**src/rtl/apb_pkg.sv**
```systemverilog
// Shared APB slave definitions.
// Holds the slave FSM state encoding, the byte-to-word address shift,
// and the default APB address width.
package apb_pkg;

  typedef enum logic [2:0] {
    IDLE,
    W_ACC,
    R_WAIT,
    R_ACC,
    E_ACC
  } state_t;

  localparam int unsigned BYTE_SHIFT          = 2;
  localparam int unsigned DEFAULT_PADDR_WIDTH = 32;

endpackage

```
**src/rtl/apb_rf_slave_if.sv**
```systemverilog
// APB3 bus bundle between an APB master/interconnect and a slave.
// Signals:
//   psel, penable, pwrite, paddr, pwdata : master -> slave
//   prdata, pready, pslverr               : slave -> master
interface apb_rf_slave_if #(
  parameter int unsigned data_width  = 32,
  parameter int unsigned paddr_width = 32
) ();

  logic                   psel;
  logic                   penable;
  logic                   pwrite;
  logic [paddr_width-1:0] paddr;
  logic [data_width-1:0]  pwdata;
  logic [data_width-1:0]  prdata;
  logic                   pready;
  logic                   pslverr;

  modport master (
    output psel, penable, pwrite, paddr, pwdata,
    input  prdata, pready, pslverr
  );

  modport slave (
    input  psel, penable, pwrite, paddr, pwdata,
    output prdata, pready, pslverr
  );

endinterface

```
**src/rtl/apb_rf_slave.sv**
```systemverilog
// APB3 slave front-end for port 1 of a register file.
// Decodes word addresses, adds the single wait state that the file's
// registered read requires, and answers illegal addresses with PSLVERR.
// Ports:
//   clk       rising-edge clock
//   reset_n   synchronous reset, active-low
//   apb       APB3 slave bundle (psel/penable/pwrite/paddr/pwdata in,
//             prdata/pready/pslverr out)
//   rf_wr     register-file write enable (high = write)
//   rf_addr   register index
//   rf_wdata  register-file write data
//   rf_rdata  register-file registered read data
module apb_rf_slave
  import apb_pkg::*;
#(
  parameter int unsigned data_width  = 32,
  parameter int unsigned addr_width  = 4,
  parameter int unsigned paddr_width = DEFAULT_PADDR_WIDTH
) (
  input  logic                  clk,
  input  logic                  reset_n,
  apb_rf_slave_if.slave         apb,
  output logic                  rf_wr,
  output logic [addr_width-1:0] rf_addr,
  output logic [data_width-1:0] rf_wdata,
  input  logic [data_width-1:0] rf_rdata
);

  state_t                state;
  logic                  setup;
  logic                  legal;
  logic [addr_width-1:0] index;

  assign setup = apb.psel && !apb.penable;
  assign index = apb.paddr[addr_width+BYTE_SHIFT-1:BYTE_SHIFT];
  assign legal = (apb.paddr[BYTE_SHIFT-1:0] == '0) &&
                 (apb.paddr[paddr_width-1:addr_width+BYTE_SHIFT] == '0);

  always_ff @(posedge clk) begin
    if (!reset_n) begin
      state    <= IDLE;
      rf_wr    <= 1'b0;
      rf_addr  <= '0;
      rf_wdata <= '0;
    end else begin
      case (state)
        IDLE: begin
          if (setup) begin
            rf_addr  <= index;
            rf_wdata <= apb.pwdata;
            if (!legal) begin
              state <= E_ACC;
            end else if (apb.pwrite) begin
              state <= W_ACC;
              rf_wr <= 1'b1;
            end else begin
              state <= R_WAIT;
              rf_wr <= 1'b0;
            end
          end
        end
        // The file commits at the edge leaving W_ACC, so an abort here
        // still lets the write land.
        W_ACC: begin
          rf_wr <= 1'b0;
          state <= IDLE;
        end
        // The file captures rf[rf_addr] at this edge; abandon if the
        // master has dropped psel.
        R_WAIT:  state <= apb.psel ? R_ACC : IDLE;
        R_ACC:   state <= IDLE;
        E_ACC:   state <= IDLE;
        default: begin
          state <= IDLE;
          rf_wr <= 1'b0;
        end
      endcase
    end
  end

  assign apb.pready  = (state == W_ACC) || (state == R_ACC) || (state == E_ACC);
  assign apb.pslverr = (state == E_ACC);
  assign apb.prdata  = (state == R_ACC) ? rf_rdata : '0;

endmodule

```
**src/flat_wrapper.sv**
```systemverilog
// flat-port wrapper written by rule: the top's interface ports become plain ports
module apb_rf_slave_flat import apb_pkg::*;
#(
  parameter int unsigned data_width  = 32,
  parameter int unsigned addr_width  = 4,
  parameter int unsigned paddr_width = DEFAULT_PADDR_WIDTH
)
  (clk, reset_n, rf_wr, rf_addr, rf_wdata, rf_rdata, apb_psel, apb_penable, apb_pwrite, apb_paddr, apb_pwdata, apb_prdata, apb_pready, apb_pslverr);
  apb_rf_slave_if #(.data_width(data_width), .paddr_width(paddr_width)) apb_i ();
  input  logic clk;
  input  logic reset_n;
  output logic rf_wr;
  output logic [addr_width-1:0] rf_addr;
  output logic [data_width-1:0] rf_wdata;
  input  logic [data_width-1:0] rf_rdata;
  input wire logic [$bits(apb_i.psel)-1:0] apb_psel;
  input wire logic [$bits(apb_i.penable)-1:0] apb_penable;
  input wire logic [$bits(apb_i.pwrite)-1:0] apb_pwrite;
  input wire logic [$bits(apb_i.paddr)-1:0] apb_paddr;
  input wire logic [$bits(apb_i.pwdata)-1:0] apb_pwdata;
  output wire logic [$bits(apb_i.prdata)-1:0] apb_prdata;
  output wire logic [$bits(apb_i.pready)-1:0] apb_pready;
  output wire logic [$bits(apb_i.pslverr)-1:0] apb_pslverr;
  assign apb_i.psel = apb_psel;
  assign apb_i.penable = apb_penable;
  assign apb_i.pwrite = apb_pwrite;
  assign apb_i.paddr = apb_paddr;
  assign apb_i.pwdata = apb_pwdata;
  assign apb_prdata = apb_i.prdata;
  assign apb_pready = apb_i.pready;
  assign apb_pslverr = apb_i.pslverr;
  apb_rf_slave #(.data_width(data_width), .addr_width(addr_width), .paddr_width(paddr_width)) u_core (.clk(clk), .reset_n(reset_n), .apb(apb_i), .rf_wr(rf_wr), .rf_addr(rf_addr), .rf_wdata(rf_wdata), .rf_rdata(rf_rdata));
endmodule
```
**config.mk**
```make
export PLATFORM = sky130hd
export DESIGN_NAME = apb_rf_slave_flat
export DESIGN_NICKNAME = d
export VERILOG_FILES = /design/src/rtl/apb_pkg.sv /design/src/rtl/apb_rf_slave_if.sv /design/src/rtl/apb_rf_slave.sv /design/src/flat_wrapper.sv
export SDC_FILE = /design/constraint.sdc
export NUM_CORES = 1
export LEC_CHECK = 0
export CAP_MARGIN = 15
export CORE_MARGIN = 4
export CORE_UTILIZATION = 27
export CTS_BUF_LIST = sky130_fd_sc_hd__clkbuf_16
export CTS_CLUSTER_DIAMETER = 100
export CTS_CLUSTER_SIZE = 25
export DETAILED_ROUTE_END_ITERATION = 8
export PLACE_DENSITY = 0.76
export SETUP_SLACK_MARGIN = 0.2
export SYNTH_ARGS = -nofsm -noshare
export SYNTH_HDL_FRONTEND = slang
export SYNTH_SLANG_ARGS = --single-unit
export TNS_END_PERCENT = 10
```
**constraint.sdc**
```tcl
create_clock -name clk -period 1.45 [get_ports clk]
set_input_delay 0.145 -clock clk [delete_from_list [all_inputs] [get_ports clk]]
set_output_delay 0.145 -clock clk [all_outputs]
set_load 0.03 [all_outputs]
```
==> reports/results.ini <==
[pwr]
power_mw=3.07
p_per_area_mw_per_mm2=735
power.leakage_nw=1.84
ir_worst_vdd_mv=0.522

[detailed_routing]
drtPass1Iterations=4
drtAntennaViolNets=0
drt_iter0_drc=42
wl_per_cell_um=15.0
via_count=2249
drc=0
vias_per_cell=4.63
wl_mm=7.28

[synth]
synthTopCellsByCount=nand2_1 (73), dfxtp_1 (40), and2_1 (33), a21boi_1 (30), nor4_1 (8)
synth_cell_types=26
synth-edff-count=0
synthesis.area_sq_mm=0.00183
ys.flop_type=dfxtp_1
yosysSeqAreaShare=0.437
ys.warnings.count=0
yosys.area.top_type=dfxtp_1
synth_area_leaders=dfxtp_1 (44%), nand2_1 (15%), a21boi_1 (12%), and2_1 (11%), nor4_1 (2.7%)
synthCells=224
synth.avg_cell_area_sq_um=8.18
yosysMostFrequentCell=nand2_1
async_flop_share=0
syn-num-nets=325
ys_ff_latch=40
synth_top_area_frac=0.437

[cells_and_area]
final_util=0.647
drive_gt1_frac=0.267
area_growth_pct=128
finalNonFillerCells=486
fill_cells=548
final_area_sq_mm=0.00418
nNetsFinal=509
n_antenna_cell=0

[worst_setup_path]
worstReg2RegStart=u_core.state[1]$_SDFFE_PN0P_
path_class=reg2out
cp-startpoint=u_core.state[2]$_SDFFE_PN0P_
required_ps=1310
worstPathArrival_ps=1490
cp_max_fo=16
end_kind=output pin
crit_path_start_kind=flop

[floorplan]
start_util=0.284
core_sq_mm=0.00646
dieArea_sq_mm=0.00817
dieHeight_um=90.4
io_pins=172
placementRows=29
die_width_um=90.4

[sta]
setup_viol=68
fin_setup_tns_ps=-9880
fmax_ghz=0.613
worstMarginPinSlew_ps=333
period_share=1.13
clock_skew_ps=3.68
fin_crit_ps=1630
hold_violations=0
rsz0062_at_grt=yes
relSlewSlack=0.779
worst_slack_ps=-182
drv_slew=0
fin_hold_ws_ps=218

[outcome]
violations=negative setup slack
outcome=finished, violations left

[placement]
gp_congestion=0.774
port_buffers=171
dp_cells=468
placedInstanceArea_sq_mm=0.00361
hpwl_mm=5.11
dp_slack_ps=-435

[clocking]
cts-root-buf=clkbuf_16
cts_tree=done
ctsHoldBuffers=0
clkTransAtPathRegs_ps=60
htreeDepth=2
cts.sinks=40
cts_buffer_depth=2
cts_made_buffers=5
clk_latency_ps=280

[global_routing]
grt_use_total=0.154
grt.overflow.total=0
grt_pass1_vias=2209
grt_max_degree=37
grt_antenna_before_repair=0
grt_pass1_wl_mm=10.4

[run]
maxCapViolCount=0

[min_path]
worstHoldStart=apb_psel
hold_class=in2reg

[flip-flops by register name (all words and copies together) (netlist names)]
signal / cells
u_core.state: 3
u_core.rf_wdata: 32
u_core.rf_addr: 4
u_core.rf_wr: 1
[placed cells by master (no fill, tap or decap), drive strengths merged, types with 2 or more instances in the layout]
cell and count:
dfxtp 40, clkinv 2, clkdlybuf4s50 96, nand2 73, a21boi 36, nor4 8
nand3 3, dlygate4sd2 38, dlymetal6s2s 3, and2 33, buf 50, clkbuf 10
nor2b 2
[cell type report]
type,instances,area [sq um],area share
clock buffer,5,125,0.0300
clock inverter,3,42.5,0.0102
multi-input combinational,169,1080,0.258
sequential,40,805,0.193
tap,77,96.3,0.0231
timing repair buffer,192,2030,0.486
[final timing paths]
kind / end / slack [ps] / cells after the start
min: u_core.state[1]$_SDFFE_PN0P_ / 220 / 3
max: apb_prdata[17] / -180 / 5
max reg2reg: u_core.rf_wdata[17]$_SDFFE_PN0P_ / -160 / 5
min reg2reg: u_core.rf_wdata[7]$_SDFFE_PN0P_ / 450 / 2
[logic make-up (layout without fill, tap and decap cells)]
kind of cell | count (synthesis) | count (layout) | synth area share
AO/OA/AOI/OAI | 40 | 40 | 0.162
buffers and inverters | 15 | 200 | 0.0526
AND/OR/NAND/NOR | 128 | 128 | 0.342
multiplexers | 1 | 1 | 0.00615
flip-flops | 40 | 40 | 0.437
[timing repair]
action | CTS | global route
endpoints found under the setup margin | 111 | 74
setup buffers | 0 | 4
pin swaps | 3 | 39
gates resized for setup | 69 | 65
gates cloned | 0 | 6
[layer usage]
metal | routed length (um) | track usage
met4 | 85 | 0.0408
met1 | 2740 | 0.155
met2 | 3870 | 0.303
met5 | 0 | 0
met3 | 578 | 0.0475
[report_power, final]
group	switching (mW)	internal [mW]
sequential	0.0238	1.15
clock	0.436	0.808
combinational	0.267	0.387
[critical path, stage by stage, from the launching register on]
cell	delay, ps
dfxtp_2	320
buf_6	110
and3b_2	310
clkbuf_16	180
and2_1	150
buf_6	130
Note: power is estimated with default switching activity, not from simulation.
